File: config.mk
export PLATFORM = sky130hd
export DESIGN_NAME = rr_starve_arbiter
export DESIGN_NICKNAME = d
export VERILOG_FILES = /design/src/rtl/rr_starve_arbiter_pkg.sv /design/src/rtl/rr_starve_arbiter_pick.sv /design/src/rtl/rr_starve_arbiter.sv
export SDC_FILE = /design/constraint.sdc
export NUM_CORES = 1
export LEC_CHECK = 0
export BUFFER_PORTS_ARGS = -buffer_cell sky130_fd_sc_hd__buf_2
export CAP_MARGIN = 20
export CORE_ASPECT_RATIO = 0.9
export CORE_UTILIZATION = 45
export CTS_BUF_LIST = sky130_fd_sc_hd__clkbuf_4 sky130_fd_sc_hd__clkbuf_8 sky130_fd_sc_hd__clkbuf_16
export CTS_CLUSTER_DIAMETER = 30
export DETAILED_ROUTE_END_ITERATION = 7
export GPL_ROUTABILITY_DRIVEN = 0
export PLACE_DENSITY = 0.72
export SLEW_MARGIN = 20
export SYNTH_ARGS = -nofsm -noshare
export SYNTH_HDL_FRONTEND = slang
export SYNTH_SLANG_ARGS = --single-unit
File: constraint.sdc
create_clock -name clk -period 4.4 [get_ports clk]
set_input_delay 0.22 -clock clk [delete_from_list [all_inputs] [get_ports clk]]
set_output_delay 0.22 -clock clk [all_outputs]
set_load 0.02 [all_outputs]
File: src/rtl/rr_starve_arbiter_pkg.sv
// Shared types and default constants for the round-robin starvation arbiter.
package arb_pkg;

    typedef enum logic [1:0] {
        IDLE   = 2'd0,
        SAMPLE = 2'd1,
        GRANT  = 2'd2,
        HOLD   = 2'd3
    } arb_state_t;

    localparam int ARB_DEF_PORTS  = 4;
    localparam int ARB_DEF_STARVE = 500;

endpackage

File: src/rtl/rr_starve_arbiter_pick.sv
// Rotating-priority picker: first set bit of cand searching upward from ptr+1,
// wrapping modulo NUM_PORTS (safe for non-power-of-two port counts).
module rr_pick #(
    parameter int NUM_PORTS = 4,
    parameter int SEL_W     = $clog2(NUM_PORTS)
) (
    input  logic [NUM_PORTS-1:0] cand,
    input  logic [SEL_W-1:0]     ptr,
    output logic [SEL_W-1:0]     winner,
    output logic                 any
);

    logic [SEL_W:0]   sum;
    logic [SEL_W-1:0] idx;

    always_comb begin
        winner = '0;
        any    = 1'b0;
        sum    = '0;
        idx    = '0;
        for (int off = 1; off <= NUM_PORTS; off++) begin
            sum = {1'b0, ptr} + (SEL_W+1)'(off);
            if (sum >= (SEL_W+1)'(NUM_PORTS)) begin
                sum = sum - (SEL_W+1)'(NUM_PORTS);
            end
            idx = sum[SEL_W-1:0];
            if (!any && cand[idx]) begin
                any    = 1'b1;
                winner = idx;
            end
        end
    end

endmodule

File: src/rtl/rr_starve_arbiter.sv
// N-port round-robin arbiter with per-port starvation promotion.
// Optional sticky lock support is compiled in with `define ARB_LOCK_EN.
module rr_starve_arbiter
    import arb_pkg::*;
#(
    parameter int NUM_PORTS  = ARB_DEF_PORTS,
    parameter int SEL_W      = $clog2(NUM_PORTS),
    parameter int STARVE_CNT = ARB_DEF_STARVE,
    parameter int CNT_W      = 9
) (
    input  logic                 clk,
    input  logic                 rstN,
    input  logic [NUM_PORTS-1:0] req,
    input  logic                 trans_started,
    input  logic                 int_valid,
    input  logic                 int_ready,
    output logic [NUM_PORTS-1:0] gnt,
    output logic [SEL_W-1:0]     sel,
    output logic                 sel_valid,
    output logic [NUM_PORTS-1:0] hi_pri
`ifdef ARB_LOCK_EN
    ,
    input  logic [NUM_PORTS-1:0] lock
`endif
);

    localparam logic [CNT_W-1:0] STARVE_C = CNT_W'(STARVE_CNT);
    localparam logic [SEL_W-1:0] PTR_RST  = SEL_W'(NUM_PORTS - 1);

    arb_state_t             state_q, state_d;
    logic [NUM_PORTS-1:0]   req_r_q, req_r_d;
    logic [SEL_W-1:0]       ptr_q, ptr_d;
    logic [SEL_W-1:0]       win_q, win_d;
    logic [NUM_PORTS-1:0]   gnt_q, gnt_d;
    logic [SEL_W-1:0]       sel_q, sel_d;
    logic                   sel_valid_q, sel_valid_d;

    logic [NUM_PORTS-1:0]   cand_hi;
    logic [NUM_PORTS-1:0]   cand;
    logic [SEL_W-1:0]       pick_win;
    logic                   pick_any;

`ifdef ARB_LOCK_EN
    logic                   lock_hold_q, lock_hold_d;
    logic [NUM_PORTS-1:0]   win_onehot;
    logic                   other_starved;

    always_comb begin
        win_onehot        = '0;
        win_onehot[win_q] = 1'b1;
    end

    // Only a starved port other than the locked owner can break the lock.
    assign other_starved = |(req_r_q & hi_pri & ~win_onehot);
`endif

    // Starved requesters take the whole round when any are present.
    assign cand_hi = req_r_q & hi_pri;
    assign cand    = (|cand_hi) ? cand_hi : req_r_q;

    rr_pick #(
        .NUM_PORTS (NUM_PORTS),
        .SEL_W     (SEL_W)
    ) u_pick (
        .cand   (cand),
        .ptr    (ptr_q),
        .winner (pick_win),
        .any    (pick_any)
    );

    always_comb begin
        state_d     = state_q;
        req_r_d     = req_r_q;
        ptr_d       = ptr_q;
        win_d       = win_q;
        gnt_d       = '0;
        sel_d       = sel_q;
        sel_valid_d = sel_valid_q;
`ifdef ARB_LOCK_EN
        lock_hold_d = lock_hold_q;
`endif
        case (state_q)
            IDLE: begin
                if ((|req) && !trans_started && !int_valid) begin
                    req_r_d = req;
                    state_d = SAMPLE;
                end
            end
            SAMPLE: begin
                win_d   = pick_win;
                state_d = pick_any ? GRANT : IDLE;
`ifdef ARB_LOCK_EN
                if (lock_hold_q && !other_starved) begin
                    win_d   = win_q;
                    state_d = GRANT;
                end
                lock_hold_d = 1'b0;
`endif
                if (state_d == GRANT) begin
                    gnt_d[win_d] = 1'b1;
                    sel_d        = win_d;
                    sel_valid_d  = 1'b1;
                end
            end
            GRANT: begin
                state_d = HOLD;
            end
            HOLD: begin
                if (int_ready) begin
                    ptr_d       = win_q;
                    sel_valid_d = 1'b0;
                    state_d     = IDLE;
`ifdef ARB_LOCK_EN
                    lock_hold_d = lock[win_q] && req[win_q];
`endif
                end
            end
            default: state_d = IDLE;
        endcase
    end

    always_ff @(posedge clk or negedge rstN) begin
        if (!rstN) begin
            state_q     <= IDLE;
            req_r_q     <= '0;
            ptr_q       <= PTR_RST;
            win_q       <= '0;
            gnt_q       <= '0;
            sel_q       <= '0;
            sel_valid_q <= 1'b0;
`ifdef ARB_LOCK_EN
            lock_hold_q <= 1'b0;
`endif
        end else begin
            state_q     <= state_d;
            req_r_q     <= req_r_d;
            ptr_q       <= ptr_d;
            win_q       <= win_d;
            gnt_q       <= gnt_d;
            sel_q       <= sel_d;
            sel_valid_q <= sel_valid_d;
`ifdef ARB_LOCK_EN
            lock_hold_q <= lock_hold_d;
`endif
        end
    end

    assign gnt       = gnt_q;
    assign sel       = sel_q;
    assign sel_valid = sel_valid_q;

    // Per-port wait counters; the flag is registered from the next count so
    // it tracks the counter on the same cycle.
    for (genvar gi = 0; gi < NUM_PORTS; gi++) begin : g_cnt
        logic [CNT_W-1:0] cnt_q, cnt_d;
        logic             hi_q;

        always_comb begin
            cnt_d = cnt_q;
            if (gnt_q[gi]) begin
                cnt_d = '0;
            end else if (req[gi] && (cnt_q != STARVE_C)) begin
                cnt_d = cnt_q + 1'b1;
            end
        end

        always_ff @(posedge clk or negedge rstN) begin
            if (!rstN) begin
                cnt_q <= '0;
                hi_q  <= 1'b0;
            end else begin
                cnt_q <= cnt_d;
                hi_q  <= (cnt_d == STARVE_C);
            end
        end

        assign hi_pri[gi] = hi_q;
    end

endmodule

---- Word-level counts from Yosys, hierarchy flattened ----
Index checks and enable logic that the tools add are counted.
cells by class
  add/subtract/negate cells ............... 12
  $lt $le $gt $ge ......................... 10
  equality and inequality tests ........... 15
  muxes and demuxes ....................... 40
  bitwise operators ....................... 1
  reductions and logical operators ........ 24
operators by type and width
  cell                   number
  $mux W9                8
  $add A9 B1 Y9 const B  4
  $eq A9 B9 Y1 const B   4
  $ne A9 B9 Y1 const B   4
  $mux W2                11
  $lt A2 B3 Y1 const B   5
  $ge A3 B3 Y1 const B   4
  $mux W4                3
  $mux W1                11
  $logic_and A1 B1 Y1    10
  $bmux W1 S2            4
  $pmux W2 S4            1
  $reduce_and A2 Y1      4
  $reduce_or A4 Y1       2
  $sub A2 B1 Y2 const B  4
  $add A2 B2 Y3 const B  2
  $eq A2 B2 Y1 const B   3
  $ne A2 B2 Y1 const B   3
  $logic_not A1 Y1       5
  $and A4 B4 Y4          1
  $add A2 B1 Y3 const B  1
  $add A2 B3 Y3 const B  1
  $reduce_and A3 Y1      1
  $demux W1 S2           1
  5 further kinds        5
storage, ports and cells
  register bits after elaboration ......... 57
  bits of input ports ..................... 9
  output and inout bits ................... 11
  logic and storage cells ................. 117

---- Longest topological paths before layout ----
  depth after elaboration ................. 21
  mapped depth ............................ 8
  gate-level depth less buffers ........... 8

---- Hierarchy ----
From an unflattened synthesis, not the netlist that was laid out.
second synthesis, totals
  cell total of the unflattened synthesis .. 324
  area total of the unflattened synthesis .. 3083.0 µm²
by module, submodules not included
  module             instances  cells an instance  area each (µm²)  seq. area each (µm²)
  rr_starve_arbiter  1          310                2991.6           1428.9
  rr_pick            1          14                 91.3             0.0

---- Least setup slack after synthesis ----
No wires, ideal clock.
  path kind ............................... register -> register
  start point ............................. reg g_cnt[1].cnt_q[0]
  end point ............................... reg g_cnt[1].hi_q
  library setup time ...................... 0.095 ns
  data arrival time ....................... 1.710 ns
  required time ........................... 4.305 ns
  slack ................................... 2.595 ns
  cell stages (with the launch flop) ...... 9
  path buffers ............................ 0
  clock period less this slack ............ 1.805 ns
  path through ............................ dfrtp_1 inv_1 ha_1 nand3_1 or3_1 o21ai_1 mux2i_1 nor2_1 nor4b_2
on the way
  cells in the longest elaborated chain, start to end .. 5
  elaborated cells on any way between the ends .. 6
RTL lines
  what                                                   line                      text
  from (decl)                                            rr_starve_arbiter.sv:155  logic [CNT_W-1:0] cnt_q, cnt_d;
  from (signal assigned)                                 rr_starve_arbiter.sv:172  cnt_q <= cnt_d;
  branches (longest 2 deep; another with $add A9 B1 Y9)  n/a
  $mux W9 *                                              rr_starve_arbiter.sv:162  end else if (req[gi] && (cnt_q != STARVE_C)) begin
  $mux W9 *                                              rr_starve_arbiter.sv:160  if (gnt_q[gi]) begin
  named net g_cnt[1].cnt_d[1]                            rr_starve_arbiter.sv:155
  $eq A9 B9 Y1 *                                         rr_starve_arbiter.sv:173  hi_q <= (cnt_d == STARVE_C);
  to (signal assigned)                                   rr_starve_arbiter.sv:173
  to (decl)                                              rr_starve_arbiter.sv:156  logic hi_q;
Mark *: on every way through the listed nets, which the timed path passes.
A chain may end at the register's enable or synchronous reset.

---- Worst setup path after layout ----
  start point ............................. reg ptr_q[0]
  end point ............................... reg gnt_q[2], in the netlist gnt[2]
on the way
  cells in the longest elaborated chain, start to end .. 21
  elaborated cells on any way between the ends .. 47
RTL lines
  what                                                                       line                                                        text
  from (decl)                                                                rr_starve_arbiter.sv:32                                     logic [SEL_W-1:0] ptr_q, ptr_d;
  from (signal assigned)                                                     rr_starve_arbiter.sv:137                                    ptr_q <= ptr_d;
  $add A2 B1 Y3                                                              rr_starve_arbiter_pick.sv:22                                sum = {1'b0, ptr} + (SEL_W+1)'(off);
  $ge A3 B3 Y1 / $sub A2 B1 Y2 (equally long branches)                       rr_starve_arbiter_pick.sv:23, rr_starve_arbiter_pick.sv:24
  $mux W2                                                                    rr_starve_arbiter_pick.sv:23                                if (sum >= (SEL_W+1)'(NUM_PORTS)) begin
  $bmux W1 S2                                                                rr_starve_arbiter_pick.sv:27                                if (!any && cand[idx]) begin
  $mux W1 (implied by the code)                                              rr_starve_arbiter_pick.sv:27
  $mux W1                                                                    rr_starve_arbiter_pick.sv:27
  $logic_not A1 Y1                                                           rr_starve_arbiter_pick.sv:27
  $logic_and A1 B1 Y1                                                        rr_starve_arbiter_pick.sv:27
  [... 6 more ...]                                                           n/a
  $mux W2                                                                    rr_starve_arbiter_pick.sv:27
  $lt A2 B3 Y1 (implied by the code) / $ge A2 B1 Y1 (equally long branches)  rr_starve_arbiter.sv:100                                    gnt_d[win_d] = 1'b1;
  $logic_and A1 B1 Y1 (implied by the code)                                  rr_starve_arbiter.sv:100
  $mux W1 (implied by the code)                                              rr_starve_arbiter.sv:100
  $demux W1 S2                                                               rr_starve_arbiter.sv:100
  $mux W4 *                                                                  rr_starve_arbiter.sv:99                                     if (state_d == GRANT) begin
  $mux W4 *                                                                  rr_starve_arbiter.sv:82                                     case (state_q)
  named net gnt_d[2]                                                         rr_starve_arbiter.sv:34                                     logic [NUM_PORTS-1:0] gnt_q, gnt_d;
  to (signal assigned)                                                       rr_starve_arbiter.sv:139                                    gnt_q <= gnt_d;
  to (decl)                                                                  rr_starve_arbiter.sv:34
Mark *: on every way through the listed nets, which the timed path passes. The rest lies on a longest branch. The select of a mux whose other input is x is not followed.

==> impl_metrics.py <==
metrics = {
    "pwr": {
        "peakVddDrop_mv": 0.3172,
        "combPwrFrac_pct": 32.7,
        "p_leak_nw": 1.604,
        "intPower_w": 0.001455,
        "p_seq_share_pct": 41.1,
        "power_density_nw_per_um2": 657.9,
        "switchingPower_w": 0.0009196,
        "pwr-share-clk_pct": 26.2,
        "p_sw_share_pct": 38.72,
    },
    "layout": {
        "multi_input_area_um2": 1655,
        "layout-drive-gt1-share_pct": 15.13,
        "design_area_um2": 3610,
        "layout.cells.non_filler": 447,
        "diodes": 0,
        "area_delta_synth_final_pct": 11.74,
        "fill_cells": 597,
        "seqCellArea_um2": 1429,
        "fin_nets": 369,
    },
    "critical_path": {
        "critical-path-top-delay-family": "compound AO/OA/AOI/OAI gates",
        "path_buf_inv": 0,
        "critPathSlowestCell": "dfstp_2",
        "worstSetupStartpointType": "register",
        "rrSetupSlack_ps": 2420,
        "worst_r2r_endpoint": "gnt[2]",
        "r2r_start": "ptr_q[0]",
        "cp_max_fo": 14,
        "reg2reg_depth": 6,
        "cp.arrival_ps": 2200,
        "worst_setup_path_end_kind": "register",
        "worstPathCellList": "and2_1 > a32oi_1 > o221ai_2 > a21oi_1 > o311a_4 > o211a_1",
        "startpoint": "ptr_q[0]",
        "slowest_delay_ps": 670,
        "cp_data_required_time_ps": 4630,
        "worstSetupPathType": "reg2reg",
    },
    "yosys": {
        "synth_cells": 335,
        "synthMuxAreaShare_pct": 4.260,
        "yosysSeqAreaShare_pct": 44.23,
        "ys_top_cells_by_area": "dfrtp_1 43%, nor2_1 4.2%, xor2_1 3.5%",
        "synth_fa_ha_area_share_pct": 3.098,
        "syn_area_um2": 3231,
        "synth.distinct_cells": 60,
        "synth_xor_area_share_pct": 5.422,
        "syn_area_per_cell_um2": 9.644,
        "synth_top_family_by_area": "simple AND/OR/NAND/NOR gates",
        "synth_compound_area_share_pct": 15.18,
        "synth_edf_count": 0,
        "yosysMostFrequentCell": "dfrtp_1",
        "synth.yosys.warnings": 0,
        "synth_top_area_share_pct": 42.60,
        "synth_largest_area_cell": "dfrtp_1",
        "syn_nets": 352,
        "async_flop_share_pct": 100.0,
        "ys_ff_latch": 57,
        "synth-simple-area-share_pct": 23.28,
        "ys.flop_type": "dfrtp_1",
        "synthTopCellsByCount": "55 x dfrtp_1, 36 x nor2_1, 24 x nand2_1",
    },
    "clock_network": {
        "cts-resized-gates": 0,
        "cts_buffer_depth": 2,
        "clock_latency_ps": 340,
        "post_cts_buffers": 0,
        "cts_tree": "yes",
        "cts_max_level": 3,
        "cts-root-buf": "clkbuf_8",
        "ctsHoldBuffers": 0,
        "clkTransAtPathRegs_ps": 70,
        "cts_sinks": 57,
        "numCtsBuffers": 9,
    },
    "grt": {
        "overflow": 0,
        "grt_pass1_vias": 2420,
        "antenna_found_initial": 0,
        "grt_pass1_wl_mm": 11.72,
        "grtUsageTotal_pct": 20.27,
        "grt_max_degree": 58,
    },
    "timing": {
        "fin_crit_ps": 1977,
        "setup_violations": 0,
        "tns_ps": 0,
        "grt_setup_unrepaired": "no",
        "fin_crit_sh_pct": 44.93,
        "hold_slack_ps": 6.667,
        "report.final.slew_viol_count": 0,
        "max_freq_mhz": 505.9,
        "finalHoldViolations": 0,
        "max_slew.worst_pin.slew_ps": 717.4,
        "fin_skew_ps": 9.023,
        "slew_headroom_pct": 52.17,
    },
    "die": {
        "fp.coreArea_um2": 6761,
        "rows": 28,
        "die_w_um": 91.31,
        "die_h_um": 82.38,
        "ios": 20,
        "initial_core_util_pct": 47.78,
        "die_area_um2": 7522,
    },
    "detailed_routing": {
        "wl_per_cell_um": 15.15,
        "routed_wl_mm": 6.770,
        "drt_pass1_iterations": 5,
        "ant_nets": 0,
        "viasPerCell": 5.756,
        "drc": 0,
        "via_count": 2573,
        "drtIter0Drc": 196,
    },
    "placement": {
        "port_buffers": 19,
        "dp_hpwl_mm": 4.604,
        "place_area_um2": 3352,
        "dp_cells": 431,
    },
    "job": {
        "max_cap_viol_count": 0,
    },
    "hold_path": {
        "hold_class": "in2async",
    },
    "status": {
        "outcome": "complete, no violations",
    },
}
worst register-to-register path: stages, from the launching register on:
cell      delay [ps]
dfstp_2          670
and2_1           170
a32oi_1           60
o221ai_2         230
a21oi_1          120
o311a_4          400
o211a_1          210
cell usage in the layout, fill, tap and decap left out, drive strengths merged, types with 3 or more instances in the layout:
cell,Yosys,layout
dfrtp,55,55
nor2,36,36
nand2,24,24
buf,13,20
o21ai,19,19
a21oi,17,17
nand3,15,15
inv,14,14
xor2,13,13
clkbuf,1,12
nand4,11,11
or3,10,10
ha,8,8
mux2i,7,7
xnor2,7,7
nor3,7,7
and3,6,6
mux2,6,6
nand4b,5,5
nor2b,5,5
nor3b,5,5
a31oi,4,4
or2,3,3
and4,3,3
and2,3,3
nor4,3,3
bufinv,0,3
o221ai,3,3
registers in the layout, indices dropped and copies added (netlist names), 2 cells and up, named ones only:
| register | flops |
|---|---|
| ptr_q | 2 |
| req_r_q | 4 |
| g_cnt.hi_q | 4 |
| gnt | 4 |
| sel | 2 |
| g_cnt.cnt_q | 36 |
| win_q | 2 |
final cells by class:
| class | instances | share of cell area, % |
|---|---|---|
| Clock inverter | 4 | 2.738 |
| Multi-Input combinational cell | 250 | 45.86 |
| Inverter | 14 | 1.456 |
| Tap cell | 90 | 3.120 |
| Sequential cell | 57 | 39.58 |
| Timing Repair Buffer | 20 | 2.842 |
| Clock buffer | 12 | 4.402 |
through the flow:
step / utilization (%) / setup slack, ps / total power, W
after CTS: 53.39 / 2413 / 0.002386
final: 53.39 / 2423 / 0.002375
after floorplan: - / 2595 / 0.001548
after detailed placement: 49.57 / 2438 / 0.001743
after global placement: 49.57 / 2520 / 0.001701
after global routing: 53.39 / 2232 / 0.002545
worst max-delay path by stage:
| stage | endpoint | cells after the start |
|---|---|---|
| floorplan | g_cnt[1].hi_q | 8 |
| CTS | g_cnt[1].hi_q | 8 |
| global route | g_cnt[2].hi_q | 8 |
| finish | gnt[2] | 6 |
| global placement | sel[0] | 5 |
| detailed placement | g_cnt[1].hi_q | 8 |
kinds of logic (layout without fill, tap and decap cells):
kind of cell,Yosys count,in the layout
buffers and inverters,28,50
multiplexers,13,13
flip-flops,57,57
adder cells (fa/ha/maj),8,8
AO/OA/AOI/OAI,68,68
XOR/XNOR,20,20
AND/OR/NAND/NOR,141,141
layer usage:
layer,part of all wire [%],up-vias,global-route usage [%]
li1,-,1245,-
met1,47,1248,25.99
met2,48,72,33.71
met3,4.3,8,6.319
met4,1.1,0,5.397
met5,0,-,0
power by group through the flow:
stage                     clock [W]  combinational [W]  sequential [W]
after floorplan                   0           0.000659        0.000889
after global placement            0           0.000736        0.000965
after detailed placement          0           0.000766        0.000977
after CTS                  0.000636           0.000780        0.000971
after global routing       0.000661           0.000871         0.00101
final                      0.000623           0.000776        0.000976
No activity file was read; power rests on OpenSTA's default activity.
